$ cat config.mk
export PLATFORM = sky130hd
export DESIGN_NAME = decode_unit
export DESIGN_NICKNAME = d
export VERILOG_FILES = /design/src/rtl/decode_unit.sv
export SDC_FILE = /design/constraint.sdc
export NUM_CORES = 1
export LEC_CHECK = 0
export ABC_AREA = 1
export BUFFER_PORTS_ARGS = -buffer_cell sky130_fd_sc_hd__buf_4
export CORE_MARGIN = 1.5
export CORE_UTILIZATION = 44
export DETAILED_ROUTE_END_ITERATION = 7
export GPL_TIMING_DRIVEN = 0
export PLACE_DENSITY_LB_ADDON = 0.12
export SYNTH_ARGS = -nofsm -noshare
export SYNTH_HDL_FRONTEND = slang
export SYNTH_SLANG_ARGS = --single-unit
$ cat constraint.sdc
create_clock -name clk -period 0.95 [get_ports clk]
set_input_delay 0.19 -clock clk [delete_from_list [all_inputs] [get_ports clk]]
set_output_delay 0.19 -clock clk [all_outputs]
set_load 0.005 [all_outputs]
$ cat src/rtl/decode_unit.sv
// Instruction decoder for the 16-bit SIMPLE-style CPU.
// Turns the fetched instruction word into registered datapath controls
// (ALU op, operand selects, immediate extension, write-back, memory, branch).
// Register read addresses are taken straight from the instruction by the
// register file, so only the write address is produced here.
module decode_unit (
    input  logic        clk,
    input  logic        rst_n,
    input  logic [15:0] command,
    output logic        se,
    output logic        ar,
    output logic        br,
    output logic [3:0]  s_alu,
    output logic        in,
    output logic        we,
    output logic [2:0]  wAdr,
    output logic        adr,
    output logic        w,
    output logic        pcl,
    output logic [2:0]  cond
);

    localparam logic [1:0] OP1_LD  = 2'b00;
    localparam logic [1:0] OP1_ST  = 2'b01;
    localparam logic [1:0] OP1_BR  = 2'b10;
    localparam logic [1:0] OP1_ALU = 2'b11;

    localparam logic [2:0] OP2_LI    = 3'b000;
    localparam logic [2:0] OP2_B     = 3'b100;
    localparam logic [2:0] OP2_BCOND = 3'b111;

    localparam logic [3:0] ALU_ADD = 4'b0000;
    localparam logic [3:0] ALU_MOV = 4'b0110;

    localparam logic [2:0] COND_ALWAYS = 3'b100;

    logic [1:0] op1;
    logic [2:0] op2;
    logic [3:0] op3;

    assign op1 = command[15:14];
    assign op2 = command[13:11];
    assign op3 = command[7:4];

    // Stage 0: combinational decode of the current instruction word
    logic       se_p0;
    logic       ar_p0;
    logic       br_p0;
    logic [3:0] s_alu_p0;
    logic       in_p0;
    logic       we_p0;
    logic [2:0] wadr_p0;
    logic       adr_p0;
    logic       w_p0;
    logic       pcl_p0;
    logic [2:0] cond_p0;

    // Decode the instruction fields into next-cycle control values (NOP by default)
    always_comb begin
        se_p0    = 1'b0;
        ar_p0    = 1'b0;
        br_p0    = 1'b0;
        s_alu_p0 = ALU_ADD;
        in_p0    = 1'b0;
        we_p0    = 1'b0;
        wadr_p0  = 3'b000;
        adr_p0   = 1'b0;
        w_p0     = 1'b0;
        pcl_p0   = 1'b0;
        cond_p0  = 3'b000;
        case (op1)
            OP1_ALU: begin
                case (op3)
                    4'b0000, 4'b0001, 4'b0010, 4'b0011, 4'b0100, 4'b0110: begin
                        s_alu_p0 = op3;
                        ar_p0    = 1'b1;
                        br_p0    = 1'b1;
                        we_p0    = 1'b1;
                        wadr_p0  = command[10:8];
                    end
                    4'b0101: begin
                        // CMP only updates flags, no register write-back
                        s_alu_p0 = op3;
                        ar_p0    = 1'b1;
                        br_p0    = 1'b1;
                    end
                    4'b1000, 4'b1001, 4'b1010, 4'b1011: begin
                        // Shift amount comes from the zero-extended command[3:0]
                        s_alu_p0 = op3;
                        ar_p0    = 1'b1;
                        we_p0    = 1'b1;
                        wadr_p0  = command[10:8];
                    end
                    4'b1100: begin
                        in_p0   = 1'b1;
                        we_p0   = 1'b1;
                        wadr_p0 = command[10:8];
                    end
                    4'b1101: begin
                        // OUT drives register B through the ALU as a pass-through
                        s_alu_p0 = ALU_MOV;
                        br_p0    = 1'b1;
                    end
                    default: ;
                endcase
            end
            OP1_LD: begin
                ar_p0   = 1'b1;
                se_p0   = 1'b1;
                adr_p0  = 1'b1;
                we_p0   = 1'b1;
                wadr_p0 = command[13:11];
            end
            OP1_ST: begin
                ar_p0  = 1'b1;
                se_p0  = 1'b1;
                adr_p0 = 1'b1;
                w_p0   = 1'b1;
            end
            default: begin
                case (op2)
                    OP2_LI: begin
                        s_alu_p0 = ALU_MOV;
                        se_p0    = 1'b1;
                        we_p0    = 1'b1;
                        wadr_p0  = command[10:8];
                    end
                    OP2_B: begin
                        se_p0   = 1'b1;
                        pcl_p0  = 1'b1;
                        cond_p0 = COND_ALWAYS;
                    end
                    OP2_BCOND: begin
                        // Condition codes 1xx are undefined for Bcond and decode as NOP
                        if (!command[10]) begin
                            se_p0   = 1'b1;
                            pcl_p0  = 1'b1;
                            cond_p0 = command[10:8];
                        end
                    end
                    default: ;
                endcase
            end
        endcase
    end

    // Stage 1: register the decoded controls; async reset clears them to NOP
    always_ff @(posedge clk or negedge rst_n) begin
        if (!rst_n) begin
            se    <= 1'b0;
            ar    <= 1'b0;
            br    <= 1'b0;
            s_alu <= 4'b0000;
            in    <= 1'b0;
            we    <= 1'b0;
            wAdr  <= 3'b000;
            adr   <= 1'b0;
            w     <= 1'b0;
            pcl   <= 1'b0;
            cond  <= 3'b000;
        end else begin
            se    <= se_p0;
            ar    <= ar_p0;
            br    <= br_p0;
            s_alu <= s_alu_p0;
            in    <= in_p0;
            we    <= we_p0;
            wAdr  <= wadr_p0;
            adr   <= adr_p0;
            w     <= w_p0;
            pcl   <= pcl_p0;
            cond  <= cond_p0;
        end
    end

endmodule

==> Flow_metrics.wiki <==
{| class="wikitable"
! Metric !! Value
|-
| Status || complete, but fails checks
|-
| Violations in the final reports || setup timing
|-
| DRC || 0
|-
| Pin slew with the least headroom to its limit || ~0.35 ns
|-
| Number of buffers inserted by post-CTS setup repair || 0
|-
| Commonest cells after routing, fill and taps aside || sky130_fd_sc_hd__nand2_1 (20), sky130_fd_sc_hd__dfrtp_1 (18), sky130_fd_sc_hd__buf_6 (18), sky130_fd_sc_hd__nor2_1 (15), sky130_fd_sc_hd__buf_4 (13)
|-
| Crit path kind || flop to output pin
|-
| Nets in the synthesized netlist || 99
|-
| Leakage power of the design || 0.0006160 uW
|-
| Filler-free cell count of the finished design || approximately 130
|-
| Number of levels in the clock H-tree || 1
|-
| CTS clock-pin slew for the worst setup and hold paths || 0.10 ns
|-
| Signed area change from the synthesized netlist to the final layout || 47.47%
|-
| Max-slew headroom at the worst pin || 76.58%
|-
| Via count of the first global-routing pass || approximately 660
|-
| Overall die width || ~44 um
|-
| Routed wl met2 || 849 um
|-
| Post-route worst hold slack || around 0.10 ns
|-
| Family with the most delay on the worst path || flip-flops
|-
| Initial Util || 48.21%
|-
| DR iter-0 viols || 12
|-
| Final period util || 105.1%
|-
| Number of placement rows || 14
|-
| DIE AREA || just under 0.002 mm^2
|-
| Setup slack of the critical path after layout || -0.04854 ns
|-
| Number of buffers and inverters on the critical path || 1
|-
| TNS Setup || -0.3761 ns
|-
| Final design instance area without fill || 0.001096 mm^2
|-
| Final Hold Vio Count || 0
|-
| Total number of vias || around 630
|-
| Required @ worst endpoint || between 0.7 and 0.8 ns
|-
| WL met3 || approximately 100 um
|-
| Unrepaired setup endpoints after global routing || true
|-
| Antenna-violating nets left || 0
|-
| Dpl ws || -0.04034 ns
|-
| Crit end category || output pin
|-
| Critical path's slowest cell || sky130_fd_sc_hd__dfrtp_1
|-
| Die height || roughly 44 um
|-
| Library cell used as clock root buffer || sky130_fd_sc_hd__clkbuf_4
|-
| Leading cell type in the layout, fill and taps excluded || sky130_fd_sc_hd__nand2_1
|-
| Cells along the critical path || buf_6
|-
| Net count, final || roughly 140
|-
| Element type at the critical path start || flop
|-
| Highest net fanout along the worst path || 1
|-
| Worst-case clock buffer depth || 2
|-
| Area fraction of the dominant cell type after synthesis || roughly 60%
|-
| Slowest cell delay on critical path || roughly 0.40 ns
|-
| Routed wire length per instance || 12.34 um
|-
| Worst min path class || primary input to flop
|-
| Cell type with the largest total area after synthesis || sky130_fd_sc_hd__dfrtp_1
|-
| # placed instances || ~130
|-
| Yosys cell types || 13
|-
| Port buffer count || 31
|-
| Detailed Place HPWL || around 1.1 mm
|-
| Number of optimization iterations in the first detailed-route pass || 4
|-
| Core area || 0.001541 mm^2
|-
| TritonCTS Sinks || 18
|-
| Mean number of vias per cell || about 4.8
|-
| Sequential fraction of the synthesis area || 60.61%
|-
| Largest net degree at the start of global routing || 19
|-
| Final number of setup-violating endpoints || 18
|-
| Synthesized area divided by synthesized cell count || 9.175 um^2
|-
| First-pass GRT wire length || between 2 and 3 mm
|-
| Max Cap Violations || 0
|-
| Final-report max-slew violation count || 0
|-
| Clock buffer count from CTS || 3
|-
| Shortest period the worst path allows || approximately 1.0 ns
|-
| Total wire length || ~1.6 mm
|-
| #FFs+latches synth || 18
|-
| Placed standard-cell area || 996.0 um^2
|-
| Remaining global-route overflow || 0
|-
| Final weighted congestion in routability-driven placement || just under 0.9
|-
| Highest ir drop seen on vdd || roughly 0.76 mV
|-
| Number of top-level design ports || 36
|-
| CTS tree || built
|-
| Share of post-route cells with drive strength above 1 || approximately 38%
|-
| Global-route usage over all layers || 19.39%
|-
| Ant. Diodes || 0
|-
| Filler Cell Count || approximately 120
|-
| Power density over the cells || about 1300 mW/mm^2
|-
| Maximum clock frequency || 1001 MHz
|-
| Cell count after synthesis || just over 80
|-
| Topmost layer with routed signal wires || met4
|-
| Synthesized area || about 740 um^2
|-
| Synth warnings || 0
|-
| Synth top area cells || sky130_fd_sc_hd__dfrtp_1 (61%), sky130_fd_sc_hd__nand2_1 (10%), sky130_fd_sc_hd__nor2_1 (7.6%), sky130_fd_sc_hd__inv_1 (5.1%), sky130_fd_sc_hd__nand3_2 (4.0%)
|-
| Number of antenna violations at the first check in global routing || 0
|-
| WL met1 || around 660 um
|-
| Arrival time worst endpoint || ~0.8 ns
|}
## path summary, 6_finish.rpt
check / from / end / slack [ns] / cells after the start
max in group asynchronous: rst_n / pcl / 0.42 / 2
min in group asynchronous: rst_n / in / 0.34 / 2
worst max-delay path: adr / adr / -0.05 / 1
worst min-delay path: command[15] / w / 0.10 / 2
## flip-flops by register name, summed over array words and instances (netlist names)
register  flops
cond          3
se            1
pcl           1
br            1
s_alu         4
w             1
ar            1
wAdr          3
we            1
in            1
adr           1
## logic make-up (layout without fill, tap and decap cells)
| family | Yosys count | count (layout) | synth area share, % |
|---|---|---|---|
| AND/OR/NAND/NOR | 47 | 47 | 30.13 |
| flip-flops | 18 | 18 | 60.61 |
| buffers and inverters | 12 | 47 | 6.062 |
| AO/OA/AOI/OAI | 4 | 4 | 3.198 |
## stage by stage
step	utilization (%)	total power, uW
finish	71.10	1426
global route	71.10	1493
CTS	71.10	1435
detailed placement	64.61	1044
global placement	64.61	1038
floorplan	-	900.7
## synth_stat cells
master,n
sky130_fd_sc_hd__nand4_1,2
sky130_fd_sc_hd__inv_1,10
sky130_fd_sc_hd__dfrtp_1,18
sky130_fd_sc_hd__o21ai_0,2
sky130_fd_sc_hd__nand2_2,2
sky130_fd_sc_hd__o21ai_2,1
sky130_fd_sc_hd__inv_2,2
sky130_fd_sc_hd__a21oi_1,1
sky130_fd_sc_hd__nor2_1,15
sky130_fd_sc_hd__nand3_2,3
sky130_fd_sc_hd__nand2_1,20
sky130_fd_sc_hd__nand3_1,3
sky130_fd_sc_hd__nor2_4,2
## repair_timing
action                                  CTS  global route
hold endpoints to repair                 18             0
cloned                                    0             0
resized for setup                        18             0
endpoints found under the setup margin   18            18
hold buffers                              1             0
## where the power goes
part	switching (uW)	leakage (uW)	internal [uW]
Clock	219	0.0000138	147
Combinational	114	0.000366	129
Sequential	16.4	0.000236	801
Total	349	0.000616	1080
## routing by layer
layer / GRT usage, % / vias to the layer above
li1: - / 320
met1: 21.62 / 282
met2: 34.12 / 25
met3: 4.898 / 4
met4: 9.697 / 0
met5: 0 / -
## area by class of cell
type                       count  area [um^2]  area share [%]
multi-input combinational     51        247.7           22.60
timing repair buffer          32        310.3           28.31
clock buffer                   3        22.52           2.055
sequential                    18        450.4           41.10
tap                           16        20.02           1.826
inverter                      12        45.04           4.110
(Power assumes the default switching activity.)
